### src/rtl/bpsk_symbol_rx.sv
// Baseband BPSK symbol receiver.
// Finds symbol timing from the first zero crossing after search. Then it
// integrates and dumps over NUM samples per symbol to make hard bit decisions.
// Lock is dropped back to search after MISS_MAX consecutive weak symbols.
module bpsk_symbol_rx #(
   parameter int NUM      = 16,
   parameter int WIDTH    = 8,
   parameter int THRESH   = 64,
   parameter int MISS_MAX = 3
) (
   input  logic                     clk_sig,
   input  logic                     reset_sig,
   input  logic signed [WIDTH-1:0]  sample_sig,
   input  logic                     sample_valid_sig,
   output logic                     bit_sig,
   output logic                     bit_valid_sig,
   output logic                     locked_sig,
   output logic [$clog2(NUM)-1:0]   symbol_phase_sig
);

   localparam int CW     = $clog2(NUM);
   localparam int ACC_W  = WIDTH + CW;
   localparam int MISS_W = $clog2(MISS_MAX + 1);

   localparam logic [CW-1:0]     LAST_CNT   = CW'(NUM - 1);
   localparam logic [CW-1:0]     ONE_CNT    = CW'(1);
   localparam logic [ACC_W:0]    THRESH_V   = (ACC_W + 1)'(THRESH);
   localparam logic [ACC_W:0]    ONE_WIDE   = (ACC_W + 1)'(1);
   localparam logic [MISS_W-1:0] MISS_LIMIT = MISS_W'(MISS_MAX);
   localparam logic [MISS_W-1:0] ONE_MISS   = MISS_W'(1);

   typedef enum logic [0:0] {
      ST_SEARCH = 1'b0,
      ST_TRACK  = 1'b1
   } state_t;

   // Magnitude of a symbol sum, one bit wider so the most negative total stays positive.
   function automatic logic [ACC_W:0] abs_wide(input logic signed [ACC_W-1:0] v);
      logic [ACC_W:0] ext;
      ext = {v[ACC_W-1], v};
      if (v[ACC_W-1]) begin
         abs_wide = ~ext + ONE_WIDE;
      end else begin
         abs_wide = ext;
      end
   endfunction

   state_t                   state_r, state_n_s;
   logic                     have_prev_r, have_prev_n_s;
   logic                     prev_sign_r, prev_sign_n_s;
   logic signed [ACC_W-1:0]  acc_r, acc_n_s;
   logic [CW-1:0]            cnt_r, cnt_n_s;
   logic [MISS_W-1:0]        miss_r, miss_n_s;
   logic                     bit_r, bit_n_s;
   logic                     bit_valid_r, bit_valid_n_s;
   logic                     locked_r, locked_n_s;
   logic [CW-1:0]            phase_r, phase_n_s;

   logic signed [ACC_W-1:0]  sample_ext_s;
   logic signed [ACC_W-1:0]  sum_s;
   logic                     weak_s;

   assign sample_ext_s = {{CW{sample_sig[WIDTH-1]}}, sample_sig};
   assign sum_s        = acc_r + sample_ext_s;
   assign weak_s       = (abs_wide(sum_s) < THRESH_V);

   // Next-state, accumulator and decision logic; outputs are derived from the next state.
   always_comb begin
      state_n_s     = state_r;
      have_prev_n_s = have_prev_r;
      prev_sign_n_s = prev_sign_r;
      acc_n_s       = acc_r;
      cnt_n_s       = cnt_r;
      miss_n_s      = miss_r;
      bit_n_s       = bit_r;
      bit_valid_n_s = 1'b0;
      case (state_r)
         ST_SEARCH: begin
            if (sample_valid_sig) begin
               if (have_prev_r && (sample_sig[WIDTH-1] != prev_sign_r)) begin
                  // Zero crossing: this sample is the first of a new symbol.
                  acc_n_s   = sample_ext_s;
                  cnt_n_s   = ONE_CNT;
                  state_n_s = ST_TRACK;
               end else begin
                  prev_sign_n_s = sample_sig[WIDTH-1];
                  have_prev_n_s = 1'b1;
               end
            end else begin
               state_n_s = ST_SEARCH;
            end
         end
         ST_TRACK: begin
            if (sample_valid_sig) begin
               if (cnt_r != LAST_CNT) begin
                  acc_n_s = sum_s;
                  cnt_n_s = cnt_r + ONE_CNT;
               end else begin
                  // Dump: a zero sum decides 1.
                  bit_n_s       = ~sum_s[ACC_W-1];
                  bit_valid_n_s = 1'b1;
                  acc_n_s       = '0;
                  cnt_n_s       = {CW{1'b0}};
                  if (weak_s) begin
                     if ((miss_r + ONE_MISS) == MISS_LIMIT) begin
                        state_n_s     = ST_SEARCH;
                        have_prev_n_s = 1'b0;
                        miss_n_s      = {MISS_W{1'b0}};
                     end else begin
                        miss_n_s = miss_r + ONE_MISS;
                     end
                  end else begin
                     miss_n_s = {MISS_W{1'b0}};
                  end
               end
            end else begin
               state_n_s = ST_TRACK;
            end
         end
         default: begin
            state_n_s     = ST_SEARCH;
            have_prev_n_s = 1'b0;
            acc_n_s       = '0;
            cnt_n_s       = {CW{1'b0}};
            miss_n_s      = {MISS_W{1'b0}};
         end
      endcase
      locked_n_s = (state_n_s == ST_TRACK);
      if (locked_n_s) begin
         phase_n_s = cnt_n_s;
      end else begin
         phase_n_s = {CW{1'b0}};
      end
   end

   // State and registered outputs, cleared by the synchronous reset.
   always_ff @(posedge clk_sig) begin
      if (reset_sig) begin
         state_r     <= ST_SEARCH;
         have_prev_r <= 1'b0;
         prev_sign_r <= 1'b0;
         acc_r       <= '0;
         cnt_r       <= {CW{1'b0}};
         miss_r      <= {MISS_W{1'b0}};
         bit_r       <= 1'b0;
         bit_valid_r <= 1'b0;
         locked_r    <= 1'b0;
         phase_r     <= {CW{1'b0}};
      end else begin
         state_r     <= state_n_s;
         have_prev_r <= have_prev_n_s;
         prev_sign_r <= prev_sign_n_s;
         acc_r       <= acc_n_s;
         cnt_r       <= cnt_n_s;
         miss_r      <= miss_n_s;
         bit_r       <= bit_n_s;
         bit_valid_r <= bit_valid_n_s;
         locked_r    <= locked_n_s;
         phase_r     <= phase_n_s;
      end
   end

   assign bit_sig          = bit_r;
   assign bit_valid_sig    = bit_valid_r;
   assign locked_sig       = locked_r;
   assign symbol_phase_sig = phase_r;

endmodule

### config.mk
export PLATFORM = sky130hd
export DESIGN_NAME = bpsk_symbol_rx
export DESIGN_NICKNAME = d
export VERILOG_FILES = /design/src/rtl/bpsk_symbol_rx.sv
export SDC_FILE = /design/constraint.sdc
export NUM_CORES = 1
export LEC_CHECK = 0
export ABC_AREA = 1
export CORE_MARGIN = 1
export CORE_UTILIZATION = 25
export DETAILED_ROUTE_END_ITERATION = 10
export HOLD_SLACK_MARGIN = 0.1
export SYNTH_ARGS = -nofsm -noshare
export SYNTH_HDL_FRONTEND = slang
export SYNTH_SLANG_ARGS = --single-unit
### constraint.sdc
create_clock -name clk_sig -period 2.2 [get_ports clk_sig]
set_input_delay 0.44 -clock clk_sig [delete_from_list [all_inputs] [get_ports clk_sig]]
set_output_delay 0.44 -clock clk_sig [all_outputs]
set_load 0.01 [all_outputs]
==> reports/metrics.yaml <==
p_leak_nw: 1.316
grt_pass1_wl_mm: 9.273
clk_pin_slew_ps: 90
run_status: "finished clean"
io_buffer_count: 17
yosys-top-cells-area: "dfxtp_1 (27%), nand2_1 (16%), inv_1 (7.7%)"
numCtsBuffers: 3
grt_setup_unrepaired: "true"
period_share_pct: 96.84
first_pass_iters: 4
finalPower_w: 0.001700
hold_slack_ps: 466.1
synth_area_mm2: 0.002007
path_buf_inv: 4
finalHoldViolCount: 0
final_cell_mix: "nand2_1 (81), buf_4 (43), inv_1 (38)"
yosysTopAreaCell: "dfxtp_1"
final_nets: 398
setup_tns_ps: 0
grt_usage_pct: 13.55
worst-r2r-cell-count: 17
cts_tree: "done"
ctsHoldBuffers: 0
start_util_pct: 25.97
die-height_um: 91.60
crit_top_cell: "nand2_4"
synthDominantCellAreaShare_pct: 26.93
crit_type: "input port to register"
cp.depth: 18
crit_path_end: "miss_r[1]"
drive_above_1_share_pct: 30.83
syn_avg_cell_area_um2: 6.412
syn2layout_area_growth_pct: 41.58
routed_wl_mm: 5.513
dr_total_vias: 2126
final_core_util_pct: 36.77
timing.rr.start: "acc_r[0]"
startpoint_type: "input port"
synth-seq-cells: 27
crit_family: "simple AND/OR/NAND/NOR gates"
power.density_mw_per_mm2: 598.1
slowest_stage: "fa_2"
fmax_ghz: 0.4694
n_antenna_cell: 0
max_cap_viol_count: 0
synth_nets: 337
drt_first_iter_violations: 86
ios: 18
grt_pass1_vias: 2091
ir_worst_vdd_mv: 0.2827
clockBufferDepth: 2
crit_fanout: 4
dieArea_mm2: 0.008390
regToRegSetupSlack_ps: 90
max_stage_delay_ps: 330
ys_types: 30
critPathCaptureType: "register"
worst_pin_slew_ps: 514.4
gp_congestion: 0.8168
r2r_end: "miss_r[1]"
antenna_found_initial: 0
slew_violations: 0
min_from: "have_prev_r"
cts_root_buf: "clkbuf_8"
relSlewSlack_pct: 65.67
setup_viol: 0
holdPathStages: 2
placementRows: 32
core_mm2: 0.007727
syn_inst: 313
yosys_warnings: 0
wire_per_inst_um: 11.61
viasPerCell: 4.476
required_ps: 2420
clk_latency_ps: 280
grt-ovfl-total: 0
layout_commonest_cell: "nand2_1"
cp_cell_sequence: "clkdlybuf4s15_2, ha_4, inv_2, fa_2, inv_2, nand2_4, nand2_4, nand3_2, nand2_2, nand2_1, nand2_1, nand3_1, nor2_1, nand2_2, nand2_4, buf_6, nand3_4, a21oi_2"
hpwlAfterDp_mm: 4.200
critical_path.startpoint: "sample_sig[0]"
ys_seq_area_share_pct: 26.93
die_x_um: 91.60
cp.arrival_ps: 2350
drc: 0
grt_max_degree: 17
htree_levels: 1
fin_crit_ps: 2130
ant_nets: 0
finClkSkew_ps: 12.90
min_path_type: "register to register"
numClockSinks: 27
[registers in the layout (all words and copies together), names as in the netlist]
signal,count
prev_sign_r,1
cnt_r,4
bit_sig,1
acc_r,12
symbol_phase_sig,4
have_prev_r,1
miss_r,2
bit_valid_sig,1
locked_sig,1
[synth_stat cells]
master	instances
nor2_2	6
nand3_2	6
o211ai_1	2
nor4_1	2
a21oi_1	21
nor2_1	22
a221oi_1	1
buf_2	1
o22ai_1	1
and2_1	2
fa_1	1
xnor2_1	2
inv_2	5
o311ai_0	1
or2_2	1
a21oi_2	3
nand3_1	25
nand2_1	88
dfxtp_1	27
o21bai_4	1
o21ai_0	17
a31oi_1	1
clkbuf_1	4
nand2_4	2
nand4_1	3
o21bai_1	1
a32oi_1	1
inv_1	41
nand2_2	13
ha_1	12
[routing by layer]
layer | vias to the layer above | share of wire (%) | global-route usage (%)
met5 | - | 0 | 0
met4 | 0 | 1.3 | 3.836
met3 | 6 | 2.7 | 1.173
met2 | 22 | 48 | 24.00
met1 | 969 | 48 | 17.37
li1 | 1129 | - | -
[final cells by class]
class / count / area [um2]
Clock inverter: 1 / 7.507
Clock buffer: 3 / 41.29
Multi-Input combinational cell: 235 / 1458
Sequential cell: 27 / 541.8
Timing Repair Buffer: 61 / 493.0
Fill cell: 801 / 4886
Inverter: 46 / 172.7
Tap cell: 102 / 127.6
[logic make-up (layout without fill, tap and decap cells)]
logic type	after synthesis	after routing	share of synthesized area, %
simple gates	170	170	39.34
buf+inv	51	111	9.601
compound gates	50	50	14.78
flops	27	27	26.93
fa+ha+maj	13	13	8.479
xor+xnor	2	2	0.8730
[per-stage QoR]
stage / instances / setup slack [ps] / instance area (um2)
2_1_floorplan: 313 / 18.99 / 2007
3_3_place_gp: 467 / -579.4 / 2585
3_5_place_dp: 467 / -604.0 / 2585
4_1_cts: 474 / -11.06 / 2758
5_1_grt: 475 / -80.08 / 2841
6_report: 475 / 69.61 / 2841
[report_power, final]
group / switching [W] / internal, W / total (W)
Sequential: 0.0000376 / 0.000531 / 0.000569
Clock: 0.000170 / 0.000129 / 0.000299
Combinational: 0.000450 / 0.000382 / 0.000832
[worst min path at each step]
stage                       end
finish              have_prev_r
global route        have_prev_r
CTS                 have_prev_r
detailed placement  have_prev_r
global placement    have_prev_r
floorplan           have_prev_r
[worst register-to-register path, cell delays in order, from the launching register on]
cell     delay [ps]
dfxtp_2         360
ha_4            130
inv_2            30
fa_2            330
inv_2            80
nand2_4          60
nand2_4          90
nand3_2          90
nand2_2          90
nand2_1          60
nand2_1          70
nand3_1          60
nor2_1          120
nand2_2          80
nand2_4         100
buf_6           110
nand3_4          50
a21oi_2         130
[what timing repair did]
item | 4_1_cts | 5_1_grt
setup endpoints to repair | 10 | 8
pin swaps | 10 | 18
buffers inserted | 3 | 1
resized for setup | 27 | 21
Note: power is estimated with default switching activity, not from simulation.
==> RTL edit (same settings) <==
The output `symbol_phase_sig` loses its register stage (`phase_r` becomes a continuous assignment).
--- a/src/rtl/bpsk_symbol_rx.sv
+++ b/src/rtl/bpsk_symbol_rx.sv
@@ -145,7 +145,6 @@
          bit_r       <= 1'b0;
          bit_valid_r <= 1'b0;
          locked_r    <= 1'b0;
-         phase_r     <= {CW{1'b0}};
       end else begin
          state_r     <= state_n_s;
          have_prev_r <= have_prev_n_s;
@@ -156,9 +155,10 @@
          bit_r       <= bit_n_s;
          bit_valid_r <= bit_valid_n_s;
          locked_r    <= locked_n_s;
-         phase_r     <= phase_n_s;
       end
    end
+
+   assign phase_r = phase_n_s;
 
    assign bit_sig          = bit_r;
    assign bit_valid_sig    = bit_valid_r;
Formal check against the unedited RTL: not equivalent (Yosys sat finds a counterexample within 4 cycles, from zero or initial values and one cycle with reset_sig high).
==> RTL edit against the original RTL <==
  * The flow now finishes with violations (negative setup slack)
  * Wire length up 2.7%
  * Clock skew down 0.0067 ns
  * Design area down 1.9%
  * Total power down 19%
  * Maximum frequency down 26%
  * Sequential cell count down 4
  * Worst setup slack worse by 0.75 ns
  * Core utilization up 4.3 points
  * Sequential share of layout area down 2.4 points
  * Hold slack worse by 0.0041 ns
  * Critical path depth unchanged
  * Synthesized area down 12%
  * Critical path type is now reg -> out
  * Critical endpoint is now symbol_phase_sig[0]
  * Highest routed layer unchanged
==> RTL edit: results (changes against the original RTL) <==
failing checks negative setup slack; Inst Count DP 442 (-5.4%); Hold Path Sink acc_r[0]; Final nets 391 (-1.8%); peak supply drop 0.000273 V (-3.5%); clock skew 0.00623 ns (-0.00667 ns); DR vias/cell 4.61 (+3.1%); ant diodes 0 (unchanged); vias in the first global route 2158 (+3.2%); clk buf depth 2 (unchanged); worst min-delay path startpoint sample_sig[0]; die area 0.00741 mm^2 (-12%); R2R cell count 21 (+4); Arrival @ worst endpoint 2.44 ns (+0.09 ns); Unique masters post-synth 31 (+3.3%); final setup fails 7 (+7); initial DRC count 116 (+35%); worst slew pin tran 0.487 ns (-0.0278 ns); r2r endpoint acc_r[6]; Psw 0.000500 W (-24%); final setup margin -0.681 ns (-0.751 ns); top cells by count, synth nand2_1 (75), inv_1 (38), nor2_1 (27); status finished with violations; Hold Crit Depth 3 (+1); largest net degree at the start of global routing 15 (-2); CP max stage cell dfxtp_2; layout cells sized above 1 0.347 (+0.0387); max incr delay on CP 0.36 ns (+0.03 ns); gpl congestion 0.829 (+1.5%); syn_nets 309 (-8.3%); largest cells by area after synthesis dfxtp_1 (26%), nand2_1 (16%), ha_1 (8.5%), inv_1 (8.1%), a21oi_1 (6.8%); Leakage 1.31 nW (-0.48%); overall routing resource usage 0.158 (+0.0226); total vias in the final route 2131 (+0.24%); flop-to-flop setup slack -0.59 ns (-0.68 ns); Mapped Cells 285 (-8.9%); global-route wire length before repair 9340 um (+0.74%); hpwl dp 3980 um (-5.3%); Seq/Total Area, Yosys 0.261 (-0.00870); final-layout fill cell count 701 (-12%)
-- RTL edit: cell types whose count changed after synthesis, moves of 4 or more --
| cell | unedited run | this run |
|---|---|---|
| dfxtp_1 | 27 | 23 |
| nand2_1 | 88 | 75 |
| nand2_2 | 13 | 9 |
| nand3_2 | 6 | 2 |
| nor2_1 | 22 | 27 |
| nor2_2 | 6 | 1 |
-- RTL edit: stage by stage --
stage	hold WS (ns)	total power [W]	TNS (ns)	area [um^2]	setup WS [ns]
floorplan	0.439	0.000724	-0.615	1800	-0.211
global placement	0.455	0.000934	-7.79	2450	-1.32
detailed placement	0.461	0.000941	-8.53	2450	-1.38
CTS	0.462	0.00133	-2.46	2690	-0.639
global route	0.498	0.00145	-4.36	2790	-0.864
finish	0.462	0.00137	-3.06	2790	-0.681
-- RTL edit: cell type report --
type	count	area share
clock buffer	3	0.0148
clock inverter	1	0.00269
inverter	41	0.0552
multi-input combinational	216	0.487
sequential	23	0.167
tap	96	0.0431
timing repair buffer	82	0.231
-- RTL edit: power groups by stage --
stage	Combinational [W]	Sequential, W	Clock (W)
floorplan	0.000264	0.000460	0
global placement	0.000471	0.000463	0
detailed placement	0.000477	0.000464	0
CTS	0.000557	0.000459	0.000311
global route	0.000667	0.000463	0.000321
finish	0.000605	0.000460	0.000309
-- RTL edit: what timing repair did --
item                       CTS  global route
setup endpoints to repair    8             9
buffers inserted            13             3
gates resized for setup     44            18
pin swaps                   10            13
-- RTL edit: worst min-delay path: stages --
cell and delay (ns):
buf_2 0.11, a221oi_1 0.09, nor2_1 0.07
-- RTL edit: how the worst max path moves through the flow --
| stage | startpoint | endpoint | slack [ns] |
|---|---|---|---|
| floorplan | sample_sig[0] | symbol_phase_sig[0] | -0.21 |
| global placement | sample_sig[0] | symbol_phase_sig[0] | -1.32 |
| detailed placement | sample_sig[0] | symbol_phase_sig[0] | -1.38 |
| CTS | acc_r[0] | symbol_phase_sig[0] | -0.64 |
| global route | sample_sig[7] | symbol_phase_sig[0] | -0.86 |
| finish | acc_r[0] | symbol_phase_sig[0] | -0.68 |
-- RTL edit: per-layer routing --
metal  up-vias  track usage  part of all wire
met4         0       0.0576             0.011
li1       1089            -                 -
met3         6       0.0375             0.059
met1       993        0.189              0.44
met2        43        0.274              0.49
met5         -            0                 0
-- RTL edit: cells by family after synthesis --
logic type               Yosys count  share of synthesized area
AND/OR/NAND/NOR                  147                      0.367
AO/OA/AOI/OAI                     54                      0.168
buffers and inverters             46                     0.0984
flip-flops                        23                      0.261
adder cells (fa/ha/maj)           13                     0.0963
XOR/XNOR                           2                    0.00992
